$ cat src/rtl/imm_ext_pipe_pkg.sv
// imm_ext_pipe_pkg: LA32R immediate-extension mode codes shared by decode and issue.
package imm_ext_pipe_pkg;
    typedef enum logic [2:0] {
        EXT_20  = 3'd0,
        EXT_12  = 3'd1,
        EXT_12Z = 3'd2,
        EXT_5   = 3'd3,
        EXT_16  = 3'd4,
        EXT_26  = 3'd5,
        EXT_14  = 3'd6,
        EXT_RAW = 3'd7
    } ext_op_t;
endpackage

$ cat src/rtl/imm_ext_core.sv
// imm_ext_core: combinational LA32R immediate extraction and sign/zero extension to XLEN.
module imm_ext_core
    import imm_ext_pipe_pkg::*;
#(
    parameter int XLEN = 32
) (
    input  logic [25:0]     din,
    input  logic [2:0]      op,
    output logic [XLEN-1:0] imm
);
    // Branch and ll/sc offsets come out already scaled by 4.
    always_comb begin
        imm = '0;
        case (ext_op_t'(op))
            EXT_20:  imm = XLEN'($signed({din[24:5], 12'h000}));
            EXT_12:  imm = XLEN'($signed(din[21:10]));
            EXT_12Z: imm = XLEN'(din[21:10]);
            EXT_5:   imm = XLEN'(din[14:10]);
            EXT_16:  imm = XLEN'($signed({din[25:10], 2'b00}));
            EXT_26:  imm = XLEN'($signed({din[9:0], din[25:10], 2'b00}));
            EXT_14:  imm = XLEN'($signed({din[23:10], 2'b00}));
            EXT_RAW: imm = XLEN'(din);
            default: imm = '0;
        endcase
    end
endmodule

$ cat src/rtl/imm_ext_pipe.sv
// imm_ext_pipe: registered, skid-buffered immediate-extension stage with sideband tag.
// Optional IMM_EXT_TARGET_EN adds in_pc/out_target (pc + immediate, carried with the entry).
module imm_ext_pipe
    import imm_ext_pipe_pkg::*;
#(
    parameter int XLEN  = 32,
    parameter int TAG_W = 32
) (
    input  logic             clk,
    input  logic             rst,
    input  logic             flush,
    input  logic             in_valid,
    output logic             in_ready,
    input  logic [25:0]      in_din,
    input  logic [2:0]       in_op,
    input  logic [TAG_W-1:0] in_tag,
`ifdef IMM_EXT_TARGET_EN
    input  logic [XLEN-1:0]  in_pc,
    output logic [XLEN-1:0]  out_target,
`endif
    output logic             out_valid,
    input  logic             out_ready,
    output logic [XLEN-1:0]  out_imm,
    output logic [TAG_W-1:0] out_tag
);
`ifdef IMM_EXT_TARGET_EN
    localparam int DW = 2 * XLEN + TAG_W;
`else
    localparam int DW = XLEN + TAG_W;
`endif
    logic [XLEN-1:0] imm;
    logic [DW-1:0]   in_data, main_q, skid_q;
    logic            skid_valid, acc, cons;

    imm_ext_core #(.XLEN(XLEN)) u_core (.din(in_din), .op(in_op), .imm(imm));

`ifdef IMM_EXT_TARGET_EN
    assign in_data    = {in_pc + imm, imm, in_tag};
    assign out_target = main_q[DW-1 -: XLEN];
`else
    assign in_data = {imm, in_tag};
`endif
    assign out_imm  = main_q[TAG_W +: XLEN];
    assign out_tag  = main_q[TAG_W-1:0];
    assign in_ready = !skid_valid;
    assign acc      = in_valid && in_ready;
    assign cons     = out_valid && out_ready;

    // in_ready is low whenever skid is full, so skid drain and accept never coincide.
    always_ff @(posedge clk or posedge rst) begin
        if (rst) begin
            out_valid  <= 1'b0;
            skid_valid <= 1'b0;
            main_q     <= '0;
            skid_q     <= '0;
        end else if (flush) begin
            out_valid  <= 1'b0;
            skid_valid <= 1'b0;
        end else if (skid_valid) begin
            if (cons) begin
                main_q     <= skid_q;
                skid_valid <= 1'b0;
            end
        end else if (acc && out_valid && !cons) begin
            skid_q     <= in_data;
            skid_valid <= 1'b1;
        end else if (acc) begin
            main_q    <= in_data;
            out_valid <= 1'b1;
        end else if (cons) begin
            out_valid <= 1'b0;
        end
    end
endmodule

$ cat config.mk
export PLATFORM = sky130hd
export DESIGN_NAME = imm_ext_pipe
export DESIGN_NICKNAME = d
export VERILOG_FILES = /design/src/rtl/imm_ext_pipe_pkg.sv /design/src/rtl/imm_ext_core.sv /design/src/rtl/imm_ext_pipe.sv
export SDC_FILE = /design/constraint.sdc
export NUM_CORES = 1
export LEC_CHECK = 0
export ABC_AREA = 0
export CAP_MARGIN = 20
export CELL_PAD_IN_SITES_DETAIL_PLACEMENT = 0
export CELL_PAD_IN_SITES_GLOBAL_PLACEMENT = 2
export CORE_MARGIN = 10
export CORE_UTILIZATION = 36
export CTS_BUF_LIST = sky130_fd_sc_hd__clkbuf_4
export DETAILED_ROUTE_END_ITERATION = 8
export PLACE_DENSITY = 0.82
export SLEW_MARGIN = 10
export SYNTH_ARGS = -nofsm -noshare
export SYNTH_HDL_FRONTEND = slang
export SYNTH_HIERARCHICAL = 1
export SYNTH_SLANG_ARGS = --single-unit
$ cat constraint.sdc
create_clock -name clk -period 5.3 [get_ports clk]
set_input_delay 0.53 -clock clk [delete_from_list [all_inputs] [get_ports clk]]
set_output_delay 0.53 -clock clk [all_outputs]
set_load 0.05 [all_outputs]
==> implementation parameters <==
Parameter                              Value

Final layout
  Area growth, synth to finish    26.2%
  Antenna fix cells    0
  Storage cell area    around 3300 sq um
  Number of filler instances in the final layout    about 1700
  Multi-input combinational cell area    between 3000 and 4000 sq um
  Final cell area excluding filler cells    between 8000 and 9000 sq um
  Layout cells sized above 1    38.2%
  Nets    approximately 680

Placed design
  DP HPWL    roughly 12 mm
  Final RePlAce weighted congestion    0.843
  Buffers added on ports    131
  Post-place instance area    roughly 8000 sq um
  Place WS    2.15 ns

Synth
  Leading register cell type out of synthesis    dfrtp_1
  Simple-gate portion of the synthesized area    4.14%
  Post-Synthesis Mean Instance Area    roughly 13 sq um
  Dominant cells by area after synthesis    dfrtp_1, mux2_2, mux2i_1, a21oi_1, buf_6
  Post-synth ARST share    100%
  Most common cell in the netlist    mux2_2
  Cell area after technology mapping    around 6500 sq um
  Main combinational cell family by area after synthesis    multiplexers
  Post-Synth XOR/XNOR Area    less than 1%
  Yosys Warn Count    6
  Multiplexer fraction of the synthesized cell area    ~35%
  Most frequent cells after synthesis    mux2_2, dfrtp_1, a21oi_1, nor2_1, mux2i_1
  Synth Area in Adders    0%
  Yosys cell types    38
  Seq/Total Area, Yosys    roughly half
  Register bit total from synthesis    130
  Share of the synthesized area in compound gates (AO/OA/AOI/OAI)    6.39%
  Area share of the largest cell type after synthesis    between 40% and 50%
  Cell type with the largest total area after synthesis    dfrtp_1
  EDFF count, synth    0
  Synthesized netlist net count    roughly 550
  Gate count of the mapped netlist    between 400 and 500

Timing
  Post-route minimum period    between 2 and 3 ns
  Unrepaired setup endpoints after global routing    no
  Final number of setup-violating endpoints    0
  Post-Route Skew    0.0248 ns
  Headroom to the max-slew limit    35.3%
  Summed negative setup slack over all endpoints    0 ns
  FMAX    about 370 MHz
  Final worst-path setup slack    between 2 and 3 ns
  Worst hold slack after final layout    between 0.4 and 0.5 ns
  Least-Margin Pin Slew    ~0.97 ns
  Final worst-path cycle share    50.9%
  Number of pins with negative max-slew slack in the final report    0
  Hold violation total from the final report    0

Global routing
  Wire length of the first global-routing pass    about 27 mm
  Maximum number of pins on one net before global-route repair    69
  Vias in the first global route    between 4000 and 5000
  Global route overflow    0
  Global-route usage over all layers    between 10% and 20%
  Initial antenna violation count    0

Hold path
  Worst min path class    in2async

CTS
  Later-pin clock latency in the skew report    0.54 ns
  Count of instances resized after the clock tree is built    0
  Number of levels the H-tree was split into    4
  CTS buffer count    17
  Post-CTS clock slew at the launch and capture registers of the worst setup and hold paths    roughly 0.12 ns
  Number of clock sinks seen by CTS    130
  TritonCTS clock tree    done
  Post-CTS setup buffer count    0
  Maximum root-to-sink buffer count    2
  Clock root buffer master    clkbuf_4
  Number of hold buffers added after cts    0

Route
  Drt wl/cell    around 20 um
  Detailed-router iteration count before antenna repair    4
  Via-per-instance ratio    between 5 and 6
  Post-Route WL    roughly 17 mm
  Number of DRC markers after the initial detailed-route iteration    192
  Remaining antenna violation count    0
  DR DRC count    0
  Via total after detailed routing    4371

Floorplanning
  Core region area    about 18000 sq um
  Die X    between 150 and 200 um
  Number of top-level design ports    132
  Core Rows    49
  Die extent in y    about 150 um
  Starting Density    36.4%
  Area enclosed by the die boundary    around 24000 sq um

Critical path
  Crit. path cell count    2
  Crit-path slowest cell    dfrtp_2
  Startpoint type of the worst setup path    register
  Ordered cell list for the critical path    inv_1 > clkdlybuf4s50_1
  Signal arrival time at the worst endpoint    ~2.2 ns
  Worst path bufs/invs    2
  Path depth of the worst reg2reg path    4
  Largest incremental delay on the critical path    roughly 0.8 ns
  CP top delay family    flip-flops
  Worst Path Max Fanout    29
  Endpoint kind of the worst setup timing path    primary output
  Required arrival time at the worst endpoint    roughly 4.8 ns
  Critical path class    reg2out

Flow run
  Maxcap violations    0

Power and ir drop
  Cell Pwr Density    ~400 nW/um^2
  Worst vdd rail ir drop    between 0.2 and 0.25 mV
  PnR Total Power    ~3.3 mW
  Leakage power summed over all cells    approximately 3.4 nW

Outcome
  Outcome    complete, no violations
report_power, final:
| part | switching (mW) | total [mW] | internal [mW] |
|---|---|---|---|
| registers | 0.133 | 1.38 | 1.25 |
| clock network | 0.409 | 0.650 | 0.241 |
| logic | 0.703 | 1.23 | 0.523 |
layout make-up:
class,count,area share [%]
clock buffers,18,1.64
inverters,6,0.304
well taps,229,3.48
repair buffers,140,16.7
multi-input cells,317,36.7
clock inverters,14,1.61
flip-flops and latches,130,39.5
layout by cell type (no fill, tap or decap), drive strengths merged, types with 3 or more instances in the layout:
cell	count
mux2	192
clkdlybuf4s50	131
dfrtp	130
a21oi	19
clkbuf	18
nor2	17
mux2i	15
o21ai	13
buf	9
nand2	9
o22a	8
inv	8
clkinvlp	6
a21o	6
clkinv	5
nor3	4
nand3b	4
nand2b	4
o22ai	3
o211ai	3
nand3	3
a22o	3
or3	3
worst paths after layout:
kind | from | end | slack (ns)
max | skid_valid | in_ready | 2.60
min | rst | main_q[18] | 0.49
max reg2reg | skid_valid | main_q[25] | 2.99
min reg2reg | main_q[48] | main_q[48] | 0.50
max in group asynchronous | rst | skid_valid | 3.77
min in group clk | main_q[48] | main_q[48] | 0.50
stage by stage:
| stage | utilization [%] | instances |
|---|---|---|
| CTS | 46.0 | 854 |
| detailed placement | 44.5 | 822 |
| global placement | 44.5 | 822 |
| finish | 46.0 | 854 |
| floorplan | - | 487 |
| global route | 46.0 | 854 |
routing by layer:
layer	track usage, %	share of wire (%)
met4	3.73	0.76
met2	21.8	45
met1	17.3	44
met3	6.96	9.9
met5	0	0
registers in the layout, indices dropped and copies added (netlist names):
| register | flops |
|---|---|
| main_q | 64 |
| out_valid | 1 |
| skid_q | 64 |
| skid_valid | 1 |
kinds of logic after synthesis:
group | Yosys count
mux | 207
simple gates | 49
buf+inv | 40
compound gates | 60
xor+xnor | 1
flops | 130
Note: power is estimated with default switching activity, not from simulation.
